<file path="src/rtl/pwm_generator.sv">
// rtl/pwm_generator.sv - switch-driven 16-step PWM source with synchronised inputs
// Duty is sampled only at the period boundary, so every period is glitch-free.
module pwm_generator #(
    parameter int CLK_DIV = 8
) (
    input  logic       sysclk,
    input  logic       rst_n,
    input  logic [3:0] SW,
    output logic       Pulse
);

    localparam logic [15:0] PRE_MAX = 16'(CLK_DIV - 1);

    logic [3:0]  sw_meta_q, sw_meta_d;
    logic [3:0]  sw_s_q, sw_s_d;
    logic [15:0] pre_q, pre_d;
    logic [3:0]  step_q, step_d;
    logic [3:0]  duty_q, duty_d;
    logic        pulse_q, pulse_d;
    logic        tick;
    logic        boundary;

    always_comb begin
        sw_meta_d = SW;
        sw_s_d    = sw_meta_q;
        tick      = (pre_q == PRE_MAX);
        boundary  = tick && (step_q == 4'd15);
        pre_d     = tick ? 16'd0 : pre_q + 16'd1;
        step_d    = tick ? step_q + 4'd1 : step_q;
        // The shadow load uses the already-synchronised value, never the raw pins.
        duty_d    = boundary ? sw_s_q : duty_q;
        pulse_d   = (step_q < duty_q);
    end

    always_ff @(posedge sysclk) begin
        if (!rst_n) begin
            sw_meta_q <= 4'd0;
            sw_s_q    <= 4'd0;
            pre_q     <= 16'd0;
            step_q    <= 4'd0;
            duty_q    <= 4'd0;
            pulse_q   <= 1'b0;
        end else begin
            sw_meta_q <= sw_meta_d;
            sw_s_q    <= sw_s_d;
            pre_q     <= pre_d;
            step_q    <= step_d;
            duty_q    <= duty_d;
            pulse_q   <= pulse_d;
        end
    end

    assign Pulse = pulse_q;

endmodule

</file>
<file path="config.mk">
export PLATFORM = sky130hd
export DESIGN_NAME = pwm_generator
export DESIGN_NICKNAME = d
export VERILOG_FILES = /design/src/rtl/pwm_generator.sv
export SDC_FILE = /design/constraint.sdc
export NUM_CORES = 1
export LEC_CHECK = 0
export ABC_AREA = 0
export CORE_MARGIN = 4
export CORE_UTILIZATION = 55
export DETAILED_ROUTE_END_ITERATION = 10
export PLACE_DENSITY = 0.74
export SLEW_MARGIN = 20
export SYNTH_ARGS = -nofsm -noshare
export SYNTH_HDL_FRONTEND = slang
export SYNTH_SLANG_ARGS = --single-unit
</file>
<file path="constraint.sdc">
create_clock -name sysclk -period 2.1 [get_ports sysclk]
set_input_delay 0.42 -clock sysclk [delete_from_list [all_inputs] [get_ports sysclk]]
set_output_delay 0.42 -clock sysclk [all_outputs]
set_load 0.005 [all_outputs]
</file>
==> results.toml <==
[outcome]
outcome = "completed"

[floorplan]
pin_count = 7
coreArea_sq_um = 2300
die_height_um = 58.1
die_area_sq_um = 3380
die_width_um = 58.1
num_rows = 17
start_util = 0.602

[timing]
relSlewSlack = 0.675
max_slew.worst_pin.slew_ns = 0.484
fmax_ghz = 0.546
setup_viol_count_final = 0
hold_viol_final = 0
timing.final.crit_share = 0.873
layout_min_cycle_time_ns = 1.83
fin_ws_ns = 0.268
grt_setup_unrepaired = "false"
report.final.slew_viol_count = 0
skew_ns = 0.0109
tns_ns = 0

[clocking]
clk_pin_slew_ns = 0.10
cts_hold_buf = 0
cts_buffers = 5
cts-resized-gates = 0
clockRootBuffer = "clkbuf_4"
tritoncts = "done"
cts_sinks = 33
htreeDepth = 2
post_cts_buffers = 0
clk_path_buf_depth = 2
clock_latency_ns = 0.34

[route]
firstDrtPassIters = 4
num_vias = 1008
avgViaCountPerCell = 5.42
ant_nets = 0
totalWireLength_um = 2350
drc_errors = 0
drt_iter0_drc = 30
wl_per_cell_um = 12.6

[synthesis]
yosysTopAreaCellShare = 0.478
avgSynthCellArea_sq_um = 9.47
yosys_warnings = 0
syn-num-nets = 157
seq_area_frac_synth = 0.478
syn-cell-area_sq_um = 1380
synth-seq-cells = 33
synthTopCellsByArea = "dfxtp_1 (48%), xnor2_1 (5.1%), ha_1 (4.5%)"
synth_cell_types = 30
yosysTopAreaCell = "dfxtp_1"
syn_inst = 146

[power_and_ir_drop]
p_leak_nw = 0.560
p_per_area_nw_per_um2 = 731
vdd.ir_drop.worst_mv = 0.761

[critical_path]
cp-end-kind = "flop"
worstPathMaxFanout = 14
critPathArrivalTime_ns = 2.04
path_class = "flop to flop"
cp.required_ns = 2.31
startpoint_type = "flop"

[job]
max_cap_viol_count = 0

[global_route]
grt_pass1_vias = 919
grt_max_degree = 21
grt_pass1_wl_um = 4060
gr-total-overflow = 0
grt_use_total = 0.158
antenna_found_initial = 0

[min_path]
hp-class = "flop to flop"

[placement]
portBuffers = 6
gp_congestion = 0.841
hpwl_um = 1640
pre_cts_slack_ns = 0.265

[layout]
num-nets-final = 169
drive_gt1_frac = 0.0886
syn_to_final_growth_pct = 12.3
diodes = 0
## worst max-delay path, stage by stage (launching register included)
cell and delay [ns]:
dfxtp_1 0.43, ha_1 0.21, nor4b_2 0.23, nand4_2 0.28, nand2_1 0.46, nor2_1 0.10
## path summary, 6_finish.rpt
| kind | slack, ns | cells after the start | from | endpoint |
|---|---|---|---|---|
| hold reg to reg | 0.43 | 1 | sw_meta_q[3]$_SDFF_PN0_ | sw_s_q[3]$_SDFF_PN0_ |
| setup reg to reg | 0.27 | 5 | pre_q[1]$_SDFF_PP0_ | pre_q[13]$_SDFF_PP0_ |
| setup / recovery | 0.27 | 5 | pre_q[1]$_SDFF_PP0_ | pre_q[13]$_SDFF_PP0_ |
| hold / removal | 0.43 | 1 | sw_meta_q[3]$_SDFF_PN0_ | sw_s_q[3]$_SDFF_PN0_ |
## through the flow
step | hold WS [ns] | util | area, sq um | cells | power (mW)
2_1_floorplan | 0.412 | - | 1380 | 146 | 0.684
3_3_place_gp | 0.414 | 0.644 | 1480 | 179 | 0.702
3_5_place_dp | 0.420 | 0.644 | 1480 | 179 | 0.704
4_1_cts | 0.436 | 0.676 | 1550 | 186 | 1.15
5_1_grt | 0.468 | 0.676 | 1550 | 186 | 1.19
6_report | 0.432 | 0.676 | 1550 | 186 | 1.13
## cell type report
class | count | area (sq um)
Fill cell | 189 | 744
Clock inverter | 2 | 35.0
Clock buffer | 5 | 37.5
Timing Repair Buffer | 8 | 75.1
Sequential cell | 33 | 661
Inverter | 7 | 26.3
Multi-Input combinational cell | 103 | 683
Tap cell | 28 | 35.0
## registers in the layout, indices dropped and copies added (netlist names)
name	count
pre_q	16
duty_q	4
step_q	4
sw_meta_q	4
sw_s_q	4
Pulse	1
## synth_stat cells
cell type,n
nor3b_1,1
clkbuf_1,2
nor3_1,4
a21oi_1,2
xnor2_1,8
mux2i_1,5
nor2_1,14
nor4b_2,1
nand4_1,5
nand2b_1,2
nor2_2,1
or3_1,2
a21o_1,2
nor4_1,3
nor4_2,2
a41o_1,1
nor2b_1,2
and3_1,2
and2_1,9
and4_1,1
ha_1,5
inv_1,7
nand4_2,1
nand2_1,13
xor2_1,6
dfxtp_1,33
o21ai_0,2
a21boi_1,2
buf_2,1
nand3_1,7
## cells by family after synthesis
logic type | after synthesis | synth area share
xor gates and xnor gates | 14 | 0.0887
adders and majority gates | 5 | 0.0452
muxes | 5 | 0.0362
DFF | 33 | 0.478
buffers and inverters | 10 | 0.0281
AOI/OAI and AO/OA | 9 | 0.0434
and+or+nand+nor | 70 | 0.281
## metal layers
| metal | vias up | wire (um) | global-route usage |
|---|---|---|---|
| met3 | 6 | 108 | 0.0624 |
| met4 | 0 | 44 | 0.0662 |
| met5 | - | 0 | 0 |
| met1 | 463 | 1190 | 0.213 |
| met2 | 19 | 1000 | 0.224 |
| li1 | 520 | - | - |
## power by group
group          leakage (nW)  internal [mW]  switching (mW)
logic                 0.251         0.0223          0.0195
clock network        0.0410          0.242           0.203
registers             0.268          0.638         0.00968
total                 0.560          0.902           0.233
## placed cells by master (no fill, tap or decap), types with 3 or more instances in the layout
master / instances
nor3_1: 4
nor2_1: 14
and2_1: 9
xnor2_1: 8
nand2_1: 13
nand3_1: 7
clkdlybuf4s50_1: 6
nand4_1: 5
dfxtp_1: 33
nor4_1: 3
ha_1: 5
inv_1: 7
mux2i_1: 5
xor2_1: 6
clkbuf_4: 5
Note: power is estimated with default switching activity, not from simulation.
